===== src/rtl/fetch_pkg.sv =====
// Shared types and constants for the instruction-fetch queue.
package fetch_pkg;

  localparam int PC_W    = 12;
  localparam int INSTR_W = 32;

  localparam logic [INSTR_W-1:0] NOP_INSTR = 32'h00000013;

  typedef struct packed {
    logic [PC_W-1:0]    pc;
    logic [INSTR_W-1:0] instr;
  } fq_entry_t;

  function automatic logic [PC_W-1:0] align_pc(input logic [PC_W-1:0] pc);
    return {pc[PC_W-1:2], 2'b00};
  endfunction

endpackage


===== src/rtl/fq_fifo.sv =====
// Synchronous FIFO of fetched entries; push and pop together are accepted when full.
module fq_fifo
  import fetch_pkg::*;
#(
  parameter int DEPTH = 4
) (
  input  logic                   clk,
  input  logic                   reset,
  input  logic                   push,
  input  logic                   pop,
  input  logic                   clear,
  input  fq_entry_t              wr_data,
  output fq_entry_t              rd_data,
  output logic                   full,
  output logic                   empty,
  output logic [$clog2(DEPTH):0] count
);

  localparam int AW = $clog2(DEPTH);
  localparam int CW = AW + 1;

  fq_entry_t     mem [DEPTH];
  logic [AW-1:0] wr_ptr;
  logic [AW-1:0] rd_ptr;
  logic          do_push;
  logic          do_pop;

  assign empty   = (count == '0);
  assign full    = (count == CW'(DEPTH));
  assign do_pop  = pop && !empty;
  assign do_push = push && (!full || do_pop);
  assign rd_data = mem[rd_ptr];

  always_ff @(posedge clk) begin
    if (do_push && !clear && !reset) mem[wr_ptr] <= wr_data;
  end

  always_ff @(posedge clk) begin
    if (reset || clear) begin
      wr_ptr <= '0;
      rd_ptr <= '0;
      count  <= '0;
    end else begin
      if (do_push) wr_ptr <= wr_ptr + 1'b1;
      if (do_pop)  rd_ptr <= rd_ptr + 1'b1;
      count <= count + CW'(do_push) - CW'(do_pop);
    end
  end

endmodule


===== src/rtl/fetch_queue.sv =====
// Fetch front end: PC generation, in-order imem requests, response queue, redirect flush.
// Build option FETCH_BYPASS_EN lets a response reach decode in its arrival cycle when the queue is empty.
module fetch_queue
  import fetch_pkg::*;
#(
  parameter int          DEPTH           = 4,
  parameter int          MAX_OUTSTANDING = 2,
  parameter logic [11:0] RESET_PC        = 12'h000
) (
  input  logic        clk,
  input  logic        reset,
  output logic        imem_req_valid,
  input  logic        imem_req_ready,
  output logic [11:0] imem_req_addr,
  input  logic        imem_rsp_valid,
  input  logic [31:0] imem_rsp_data,
  input  logic        redirect_valid,
  input  logic [11:0] redirect_pc,
  input  logic        stall,
  output logic        if_valid,
  output logic [31:0] if_instr,
  output logic [11:0] if_pc
);

  localparam int CW = $clog2(DEPTH) + 1;
  localparam int IW = $clog2(MAX_OUTSTANDING + 1);
  localparam int SW = ((CW > IW) ? CW : IW) + 1;

  logic [PC_W-1:0] fetch_pc;
  logic [PC_W-1:0] rsp_pc;
  logic [PC_W-1:0] last_pc;
  logic [IW-1:0]   inflight;
  logic [IW-1:0]   inflight_nxt;
  logic [IW-1:0]   drop;
  logic [CW-1:0]   count;
  logic            full;
  logic            empty;
  fq_entry_t       head;
  fq_entry_t       rsp_entry;
  logic            issue;
  logic            rsp_fire;
  logic            rsp_keep;
  logic            bypass;
  logic            push;
  logic            pop;

  // Queue slots are reserved at issue time, so a returning word always has room.
  assign imem_req_valid = !reset && !redirect_valid && !full
                          && (inflight < IW'(MAX_OUTSTANDING))
                          && ((SW'(count) + SW'(inflight)) < SW'(DEPTH));
  assign imem_req_addr  = fetch_pc;
  assign issue          = imem_req_valid && imem_req_ready;

  assign rsp_fire  = imem_rsp_valid && (inflight != '0);
  assign rsp_keep  = rsp_fire && (drop == '0) && !redirect_valid;
  assign rsp_entry = '{pc: rsp_pc, instr: imem_rsp_data};

`ifdef FETCH_BYPASS_EN
  assign bypass = rsp_keep && empty;
`else
  assign bypass = 1'b0;
`endif

  assign push         = rsp_keep && !(bypass && !stall);
  assign pop          = !empty && !stall && !redirect_valid;
  assign inflight_nxt = inflight + IW'(issue) - IW'(rsp_fire);
  assign if_valid     = !empty || bypass;

  always_comb begin
    if_instr = NOP_INSTR;
    if_pc    = last_pc;
    if (!empty) begin
      if_instr = head.instr;
      if_pc    = head.pc;
    end else if (bypass) begin
      if_instr = imem_rsp_data;
      if_pc    = rsp_pc;
    end
  end

  always_ff @(posedge clk) begin
    if (reset) begin
      fetch_pc <= RESET_PC;
      rsp_pc   <= RESET_PC;
      last_pc  <= '0;
      inflight <= '0;
      drop     <= '0;
    end else begin
      inflight <= inflight_nxt;
      if (if_valid) last_pc <= if_pc;
      // Every request still outstanding after this cycle belongs to the wrong path.
      if (redirect_valid) begin
        fetch_pc <= align_pc(redirect_pc);
        rsp_pc   <= align_pc(redirect_pc);
        drop     <= inflight_nxt;
      end else begin
        if (issue)                   fetch_pc <= fetch_pc + 12'd4;
        if (rsp_keep)                rsp_pc   <= rsp_pc + 12'd4;
        if (rsp_fire && drop != '0)  drop     <= drop - 1'b1;
      end
    end
  end

  fq_fifo #(.DEPTH(DEPTH)) u_fifo (
    .clk     (clk),
    .reset   (reset),
    .push    (push),
    .pop     (pop),
    .clear   (redirect_valid),
    .wr_data (rsp_entry),
    .rd_data (head),
    .full    (full),
    .empty   (empty),
    .count   (count)
  );

endmodule


===== config.mk =====
export PLATFORM = sky130hd
export DESIGN_NAME = fetch_queue
export DESIGN_NICKNAME = d
export VERILOG_FILES = /design/src/rtl/fetch_pkg.sv /design/src/rtl/fq_fifo.sv /design/src/rtl/fetch_queue.sv
export SDC_FILE = /design/constraint.sdc
export NUM_CORES = 1
export LEC_CHECK = 0
export CORE_AREA = 2 2 134 136
export DETAILED_ROUTE_END_ITERATION = 8
export DIE_AREA = 0 0 136 138
export PLACE_DENSITY = 0.72
export SLEW_MARGIN = 20
export SYNTH_ARGS = -nofsm -noshare
export SYNTH_HDL_FRONTEND = slang
export SYNTH_SLANG_ARGS = --single-unit
export TNS_END_PERCENT = 10

===== constraint.sdc =====
create_clock -name clk -period 4.2 [get_ports clk]
set_input_delay 0.84 -clock clk [delete_from_list [all_inputs] [get_ports clk]]
set_output_delay 0.84 -clock clk [all_outputs]
set_load 0.005 [all_outputs]

[Yosys cells after proc, flatten, opt, wreduce, memory -nomap -nowiden]
Memory sizes are Yosys's and may differ from the RTL's. A register that Yosys moved wholly into a read port is not among the register bits.
Cells that the tools add are included.
Word-level totals
  register bits: 47
  bits in latches: 0
  RAM bits: 176
  memory bits (read-only): 0
  output and inout bits: 58
  word-level logic and storage cells: 66
  memories: 1
Memories
  u_fifo.mem: depth 4, bits a word 44, rd ports 1, clocked after memory_dff 1, write ports 1, RTL line fq_fifo.sv:22  | fq_entry_t mem [DEPTH];
Operators by class
  add/subtract/negate cells: 10
  multiply operators: 0
  div/mod/pow operators: 0
  magnitude comparators: 2
  eq/ne operators: 1
  shift-type cells: 0
  muxes and demuxes: 12
  bitwise logic cells: 0
  reduce and logical (&&, ||, !) cells: 30
Operators with widths (count)
  2-to-1 mux 12 bit: 5
  2-to-1 mux 32 bit: 1
  adder 12 x 3 -> 12 bit, second input constant: 2
  logical AND 1 bit: 15
  nonzero test 2 bit: 5
  2-to-1 mux 2 bit: 4
  zero test 1 bit: 5
  adder 2 x 1 -> 2 bit, second input constant: 2
  adder 3 x 2 -> 4 bit: 1
  less-than comparator 4 x 3 -> 1 bit, second input constant: 1
  adder 3 x 1 -> 3 bit: 1
  equality test 3 bit, second input constant: 1
  zero test 3 bit: 1
  subtractor 3 x 1 -> 3 bit: 1
  adder 2 x 1 -> 2 bit: 1
  zero test 2 bit: 1
  logical OR 1 bit: 2
  less-than comparator 2 bit, second input constant: 1
  2-to-1 mux 1 bit: 2
  OR reduction 2 bit: 1
  subtractor 2 x 1 -> 2 bit: 1
  subtractor 2 x 1 -> 2 bit, second input constant: 1

[Logic depth before layout (Yosys ltp)]
Gate-level depths: netlist of run 1.
  depth after elaboration: 11
  depth in mapped cells: 11
  mapped depth without buffers: 10

[Hierarchy]
From an unflattened synthesis of run 1, not the netlist that was laid out.
Second synthesis, totals
  cells, all modules: 523
  area, all modules: 8996.1 um^2
Modules (own cells, without submodules)
  fq_fifo: times used 1, cells an instance 277, area each 6882.9 um^2, sequential area each 5465.2 um^2
  fetch_queue: times used 1, cells an instance 246, area each 2113.3 um^2, sequential area each 720.7 um^2

[Worst setup path before layout of run 1]
OpenSTA, ideal clock, no wires.
  path type: input to register
  start: input port reset
  end: memory u_fifo.mem[0][0] (netlist bit), enable pin
  library setup time: 403 ps
  arrival time: 2812 ps
  data required time: 3797 ps
  slack: 984 ps
  stages on the path: 5
  buffers on the path: 2
  cells stage by stage: clkbuf_1 > or2_2 > clkbuf_1 > a311oi_1 > and2_1
Between the ends
  longest elaborated chain between the ends: 4
RTL lines
  start, declared: RTL line fetch_queue.sv:11  | input logic reset,
  zero test 1 bit: RTL line fq_fifo.sv:35  | if (do_push && !clear && !reset) mem[wr_ptr] <= wr_data;
  logical AND 1 bit: RTL line fq_fifo.sv:35
  2-to-1 mux 1 bit: RTL line fq_fifo.sv:35
  2-to-1 mux 1 bit (implied by the code): RTL line fq_fifo.sv:35
  end, declared: RTL line fq_fifo.sv:22
Every way passes these cells.

==> results.txt, run 1 <==
----------------------------------------------------
[Logic synthesis]
  Count of cell types in the netlist ... 41
  Post-Syn Instances ... 494
  Prevailing post-synth register cell ... sky130_fd_sc_hd__edfxtp_1
  Synth Area per Inst ... 17.2 sq um
  Synth async-reset ratio ... 0%
  Cell area after synthesis ... 0.00849 sq mm
  Synth Warn # ... 0
  Number of enable-type register cells in the synthesized netlist ... 168
  Synthesis-stage register bit count ... 213
  Sequential area share after synthesis ... 70.0%

[Finish]
  Highest-count cells in the layout ignoring fill and taps ... sky130_fd_sc_hd__edfxtp_1 (168), sky130_fd_sc_hd__clkdlybuf4s50_1 (103), sky130_fd_sc_hd__dfxtp_1 (43)
  Post-layout utilization of the core ... 60.4%
  # nets final ... 673
  Leading cell type in the layout, fill and taps excluded ... sky130_fd_sc_hd__edfxtp_1
  Area grow syn2layout ... 24.7%
  Filler cells ... 1,326
  Ratio of cells with drive above 1 in the final layout ... 17.6%
  Total area of multi-input combinational cells ... 0.00237 sq mm
  Diode insertion count for antenna repair ... 0
  Design Area, Final ... 0.0106 sq mm
  Storage cell area ... 0.00595 sq mm

[Power]
  Power density over the cells ... 447 mW/mm^2
  Leakage power ... 0.00350 uW
  Worst voltage drop across the vdd grid ... 0.278 mV

[Die]
  Starting density of the core ... 48.4%
  Core ar. ... 0.0175 sq mm
  Vert. Die Dim ... 138 microns
  Floorplan die width ... 136 microns
  Number of top-level pins ... 108
  Standard-cell row count ... 49
  Die Footprint ... 0.0188 sq mm

[Timing]
  Final Skew ... 8.62 ps
  Transition time of the tightest slew-check pin ... 638 ps
  Worst hold slack ... 508 ps
  Max-slew violation count ... 0
  Final period demand of the worst path ... 3540 ps
  Smallest setup slack after layout ... 658 ps
  Setup violation total in the final timing report ... 0
  Worst-case headroom to the max-slew limit ... 57.1%
  Accumulated negative setup slack ... 0 ps
  Hold violation count in the final report ... 0
  Setup repair after global routing missed its margin ... no
  Fmax achieved ... 0.282 GHz
  Final critical-path share of the clock period ... 84.3%

[Place]
  Cell Area, Placed ... 0.00985 sq mm
  Pre-CTS WS ... 652 ps
  Placed wire-length estimate after detailed placement ... 9.37 mm
  Final estimated routing congestion in global placement ... 0.830
  Port Buffer Count ... 103

[Min path]
  Cells on Worst Hold Path ... 2
  Origin of the worst min-delay path ... u_fifo.rd_ptr[1]
  Worst min-delay path class ... flop to flop

[Route]
  Total via count after detailed routing ... 4,536
  Detail-routed net length per standard cell ... 17.7 microns
  Initial DRC count ... 230
  Total wire length after detailed routing ... 15.1 mm
  First-pass detailed-route iteration total ... 4
  Vias per Instance ... 5.31
  Residual DRC ... 0
  Residual antenna-violating net count after detailed routing ... 0

[Clocking]
  Number of gates resized after CTS ... 0
  Number of H-tree levels ... 1
  Buffers inserted during post-CTS setup optimization ... 0
  Root buffer cell ... sky130_fd_sc_hd__clkbuf_16
  Sinks on Clock Net ... 213
  Clock-pin transition on the worst setup and hold timing paths ... 60 ps
  Clock latency reported for the late side of the worst-skew pair ... 480 ps
  CTS buffer count ... 22
  Worst-case clock buffer depth ... 3
  Post-CTS Hold Fix Bufs ... 0
  CTS tree ... yes

[Global routing]
  Number of global-route vias before repair ... 4,715
  Wire length of the first global-routing pass ... 24.3 mm
  Overflow left after global routing ... 0
  Maximum number of pins on one net before global-route repair ... 48
  Total routing usage reported by global routing ... 16.4%
  Antenna violations before repair ... 0

[Outcome]
  Result of the run ... finished, final reports clean

[Setup path]
  Data arrival time of the critical path ... 2700 ps
  Required time of the critical path ... 3360 ps
  Maximum net fanout on the critical path ... 32
  Register-to-register setup slack ... 1570 ps
  FF-to-FF Start ... u_fifo.count[1]
  CP endpoint kind ... output pin
  Critical Setup Path Class ... flop to output pin
  Crit path launch type ... flop
  Destination of the worst register-to-register timing path ... u_fifo.count[2]
  Number of cells on the worst reg-to-reg path ... 11

[Run]
  Number of maximum-capacitance constraint violations ... 0

----------------------------------------------------
==> metrics by stage <==
| step | cells | total power, uW |
|---|---|---|
| floorplan | 495 | 2630 |
| finish | 855 | 4730 |
| global route | 855 | 4900 |
| detailed placement | 815 | 2830 |
| global placement | 815 | 2810 |
| CTS | 855 | 4780 |
==> where the power goes <==
part | switching (uW) | total [uW] | internal (uW)
combinational | 179 | 393 | 214
sequential | 51.9 | 2390 | 2340
clock | 738 | 1950 | 1210
==> cell type report <==
type,count,area share (%)
clock buffers,31,5.81
clock inverters,9,1.19
inverters,20,0.709
repair buffers,114,11.0
flip-flops and latches,213,56.2
well taps,229,2.71
multi-input cells,239,22.4
==> registers in the layout (all words and copies together) (netlist names), named ones only <==
register / count
u_fifo.mem: 168
last_pc: 12
imem_req_addr: 10
rsp_pc: 10
u_fifo.count: 3
drop: 2
inflight: 2
u_fifo.rd_ptr: 2
u_fifo.wr_ptr: 2
==> layer usage <==
layer	up-vias	routed length [microns]	global-route usage [%]	part of all wire (%)
li1	2129	-	-	-
met1	2252	6460	22.4	43
met2	132	7520	27.5	50
met3	23	935	3.37	6.2
met4	0	178	3.18	1.2
met5	-	0	0	0
==> kinds of logic after synthesis <==
family,after synthesis,synth area share [%]
buf+inv,43,2.20
fa+ha+maj,13,2.00
other cells,1,0.0442
mux,55,12.8
xor+xnor,19,1.96
flops,213,70.0
simple gates,107,7.19
compound gates,43,3.73
==> worst max-delay path, stage by stage, from the launching register on <==
cell and delay [ps]:
sky130_fd_sc_hd__dfxtp_4 770, sky130_fd_sc_hd__buf_4 310, sky130_fd_sc_hd__mux4_2 520, sky130_fd_sc_hd__nor2b_1 140, sky130_fd_sc_hd__clkdlybuf4s50_1 460
==> worst max path at each step <==
stage | from | to | slack [ps] | depth (start not counted)
floorplan | reset | u_fifo.mem[0][0] | 980 | 5
global placement | reset | u_fifo.mem[3][42] | 720 | 5
detailed placement | reset | u_fifo.mem[3][42] | 650 | 5
CTS | flop | if_instr[14] | 560 | 4
global route | flop | if_instr[20] | 440 | 4
finish | flop | if_instr[14] | 660 | 4
==> synthesized netlist by cell type, drive strengths merged, types with 2 or more instances <==
library cell / n / area, sq um
edfxtp: 168 / 5040
dfxtp: 45 / 901
mux4: 42 / 946
nor2b: 42 / 263
inv: 20 / 75.1
nor2: 14 / 52.6
clkbuf: 12 / 45.0
ha: 12 / 150
a21boi: 11 / 82.6
a21oi: 11 / 55.1
buf: 11 / 66.3
xor2: 11 / 96.3
mux2: 10 / 113
and2: 9 / 56.3
nor3: 9 / 50.1
nand2: 8 / 30.0
o31a: 8 / 70.1
xnor2: 8 / 70.1
nand4: 7 / 43.8
nand3: 6 / 30.0
o21a: 4 / 30.0
or2: 4 / 25.0
and3: 3 / 18.8
mux2i: 3 / 30.0
a311oi: 2 / 17.5
nor4: 2 / 12.5
Note: power is estimated with default switching activity, not from simulation.
==> run 2: changes to the inputs <==
- clock period: 4.2 -> 3.28 ns (I/O delays scaled with it)
==> run 2 against run 1 <==
Against the previous run: via count increased by 1.4%; sequential share of layout area decreased by 0.40 points; final cell count increased by 0.35%; sequential power increased by 28%; critical path depth increased by 1; die area unchanged; total power increased by 29%; global-route usage increased by 0.55 points; critical path type unchanged; critical endpoint is now if_instr[17]; largest power group unchanged.
==> results.txt, run 2 (synthesized netlist as in run 1, its figures left out) <==
----------------------------------------------------
[Route]
  Vias per Instance ... 5.36
  Total via count after detailed routing ... 4,600
  Initial DRC count ... 287
  Total wire length after detailed routing ... 15.8 mm
  Residual DRC ... 0
  Detail-routed net length per standard cell ... 18.4 microns
  Residual antenna-violating net count after detailed routing ... 0
  First-pass detailed-route iteration total ... 4

[Setup path]
  Crit path launch type ... flop
  Maximum net fanout on the critical path ... 25
  Slowest stage cell, crit path ... sky130_fd_sc_hd__dfxtp_2
  Data arrival time of the critical path ... 2430 ps
  CP endpoint kind ... output pin
  Number of cells on the worst reg-to-reg path ... 10
  Required time of the critical path ... 2620 ps
  Cell family with most CP delay ... buffers and inverters
  FF-to-FF Start ... inflight[1]
  Critical Setup Path Class ... flop to output pin
  Delay of the slowest critical-path stage ... 590 ps
  Register-to-register setup slack ... 780 ps
  Worst-path cell chain ... buf_12, buf_4, mux4_2, nor2b_1, clkdlybuf4s50_1
  Destination of the worst register-to-register timing path ... drop[1]
  Worst path bufs/invs ... 3

[Place]
  Placed wire-length estimate after detailed placement ... 9.96 mm
  Final estimated routing congestion in global placement ... 0.790
  Port Buffer Count ... 103
  Pre-CTS WS ... 263 ps

[Die]
  Starting density of the core ... 48.4%
  Core ar. ... 0.0175 sq mm
  Number of top-level pins ... 108
  Floorplan die width ... 136 microns
  Vert. Die Dim ... 138 microns
  Standard-cell row count ... 49
  Die Footprint ... 0.0188 sq mm

[Clocking]
  Worst-case clock buffer depth ... 3
  Number of H-tree levels ... 1
  CTS buffer count ... 22
  CTS tree ... yes
  Sinks on Clock Net ... 213
  Root buffer cell ... sky130_fd_sc_hd__clkbuf_16
  Clock-pin transition on the worst setup and hold timing paths ... 60 ps
  Clock latency reported for the late side of the worst-skew pair ... 500 ps
  Post-CTS Hold Fix Bufs ... 0

[Global routing]
  Antenna violations before repair ... 1
  Wire length of the first global-routing pass ... 25.0 mm
  Number of global-route vias before repair ... 4,729
  Maximum number of pins on one net before global-route repair ... 48
  Overflow left after global routing ... 0
  Total routing usage reported by global routing ... 16.9%

[Finish]
  Ratio of cells with drive above 1 in the final layout ... 18.4%
  Largest register by flop count ... u_fifo.mem
  Largest registers ranked by flip-flop count ... u_fifo.mem (168), last_pc (12)
  Total area of multi-input combinational cells ... 0.00237 sq mm
  Storage cell area ... 0.00595 sq mm
  Diode insertion count for antenna repair ... 0
  Max reg flops ... 168
  # nets final ... 679
  Highest-count cells in the layout ignoring fill and taps ... sky130_fd_sc_hd__edfxtp_1 (168), sky130_fd_sc_hd__clkdlybuf4s50_1 (103), sky130_fd_sc_hd__dfxtp_1 (43)
  Leading cell type in the layout, fill and taps excluded ... sky130_fd_sc_hd__edfxtp_1
  Filler cells ... 1,320
  Area grow syn2layout ... 25.6%

[Timing]
  Setup violation total in the final timing report ... 0
  Hold violation count in the final report ... 0
  Fmax achieved ... 0.324 GHz
  Final Skew ... 18.2 ps
  Smallest setup slack after layout ... 191 ps
  Final critical-path share of the clock period ... 94.2%
  Accumulated negative setup slack ... 0 ps
  Setup repair after global routing missed its margin ... no
  Final period demand of the worst path ... 3090 ps
  Max-slew violation count ... 0

[Outcome]
  Result of the run ... finished, final reports clean

[Power]
  Power density over the cells ... 571 mW/mm^2
  Worst voltage drop across the vdd grid ... 0.335 mV
  Total power consumption of the routed design ... 6090 uW
  Leakage power ... 0.00355 uW

[Min path]
  Worst min-delay path class ... flop to flop
  Cells on Worst Hold Path ... 2
  Origin of the worst min-delay path ... u_fifo.rd_ptr[1]

[Run]
  Number of maximum-capacitance constraint violations ... 0

----------------------------------------------------
## run 2: cell count changes in the layout (fill, tap and decap cells not counted), sizes merged
cell,delta
buf,+6
clkinvlp,-1
clkbuf,-8
bufinv,+1
inv,+1
clkinv,+4
## run 2: layer usage
layer,wire length (microns),GRT usage (%),vias to the layer above
met3,932,3.15,26
met1,6710,23.2,2316
met5,13,0,-
li1,-,-,2131
met4,251,4.33,2
met2,7910,28.1,125
## run 2: layout make-up
type / instances / share of cell area, %
Timing Repair Buffer: 120 / 11.7
Clock buffer: 23 / 5.20
Inverter: 20 / 0.704
Sequential cell: 213 / 55.8
Clock inverter: 14 / 1.70
Multi-Input combinational cell: 239 / 22.2
Tap cell: 229 / 2.69
## run 2: what timing repair did
| action | CTS | global route |
|---|---|---|
| hold endpoints to repair | 0 | 0 |
| setup buffers | 0 | 3 |
| gates resized for setup | 0 | 0 |
| endpoints found under the setup margin | 0 | 1 |
## run 2: worst max path at each step
stage	start	to	slack [ps]	cells past startpoint
3_3_place_gp	redirect_valid	drop[1]	330	10
5_1_grt	flop	if_instr[12]	90	5
3_5_place_dp	redirect_valid	drop[1]	260	10
6_report	flop	if_instr[17]	190	5
2_1_floorplan	reset	u_fifo.mem[1][0]	250	5
4_1_cts	flop	if_instr[4]	40	4
## run 2: metrics by stage
stage               area [sq um]  cells  hold WS, ps  util, %
floorplan                   8490    495          484        -
global placement            9910    818          507     56.5
detailed placement          9910    818          512     56.5
CTS                        10600    855          512     60.7
global route               10700    858          553     60.8
finish                     10700    858          511     60.8
## run 2: where the power goes
part / leakage, uW / internal, uW / switching (uW) / total (uW)
registers: 0.00189 / 2990 / 64.9 / 3060
logic: 0.00130 / 280 / 232 / 512
clock network: 0.000365 / 1540 / 979 / 2520
## run 2: tightest hold or removal path: cells and delay by family (launching register included)
kind	cells	cell delay, ps
xor gates and xnor gates	1	110
DFF	1	330
and+or+nand+nor	1	50
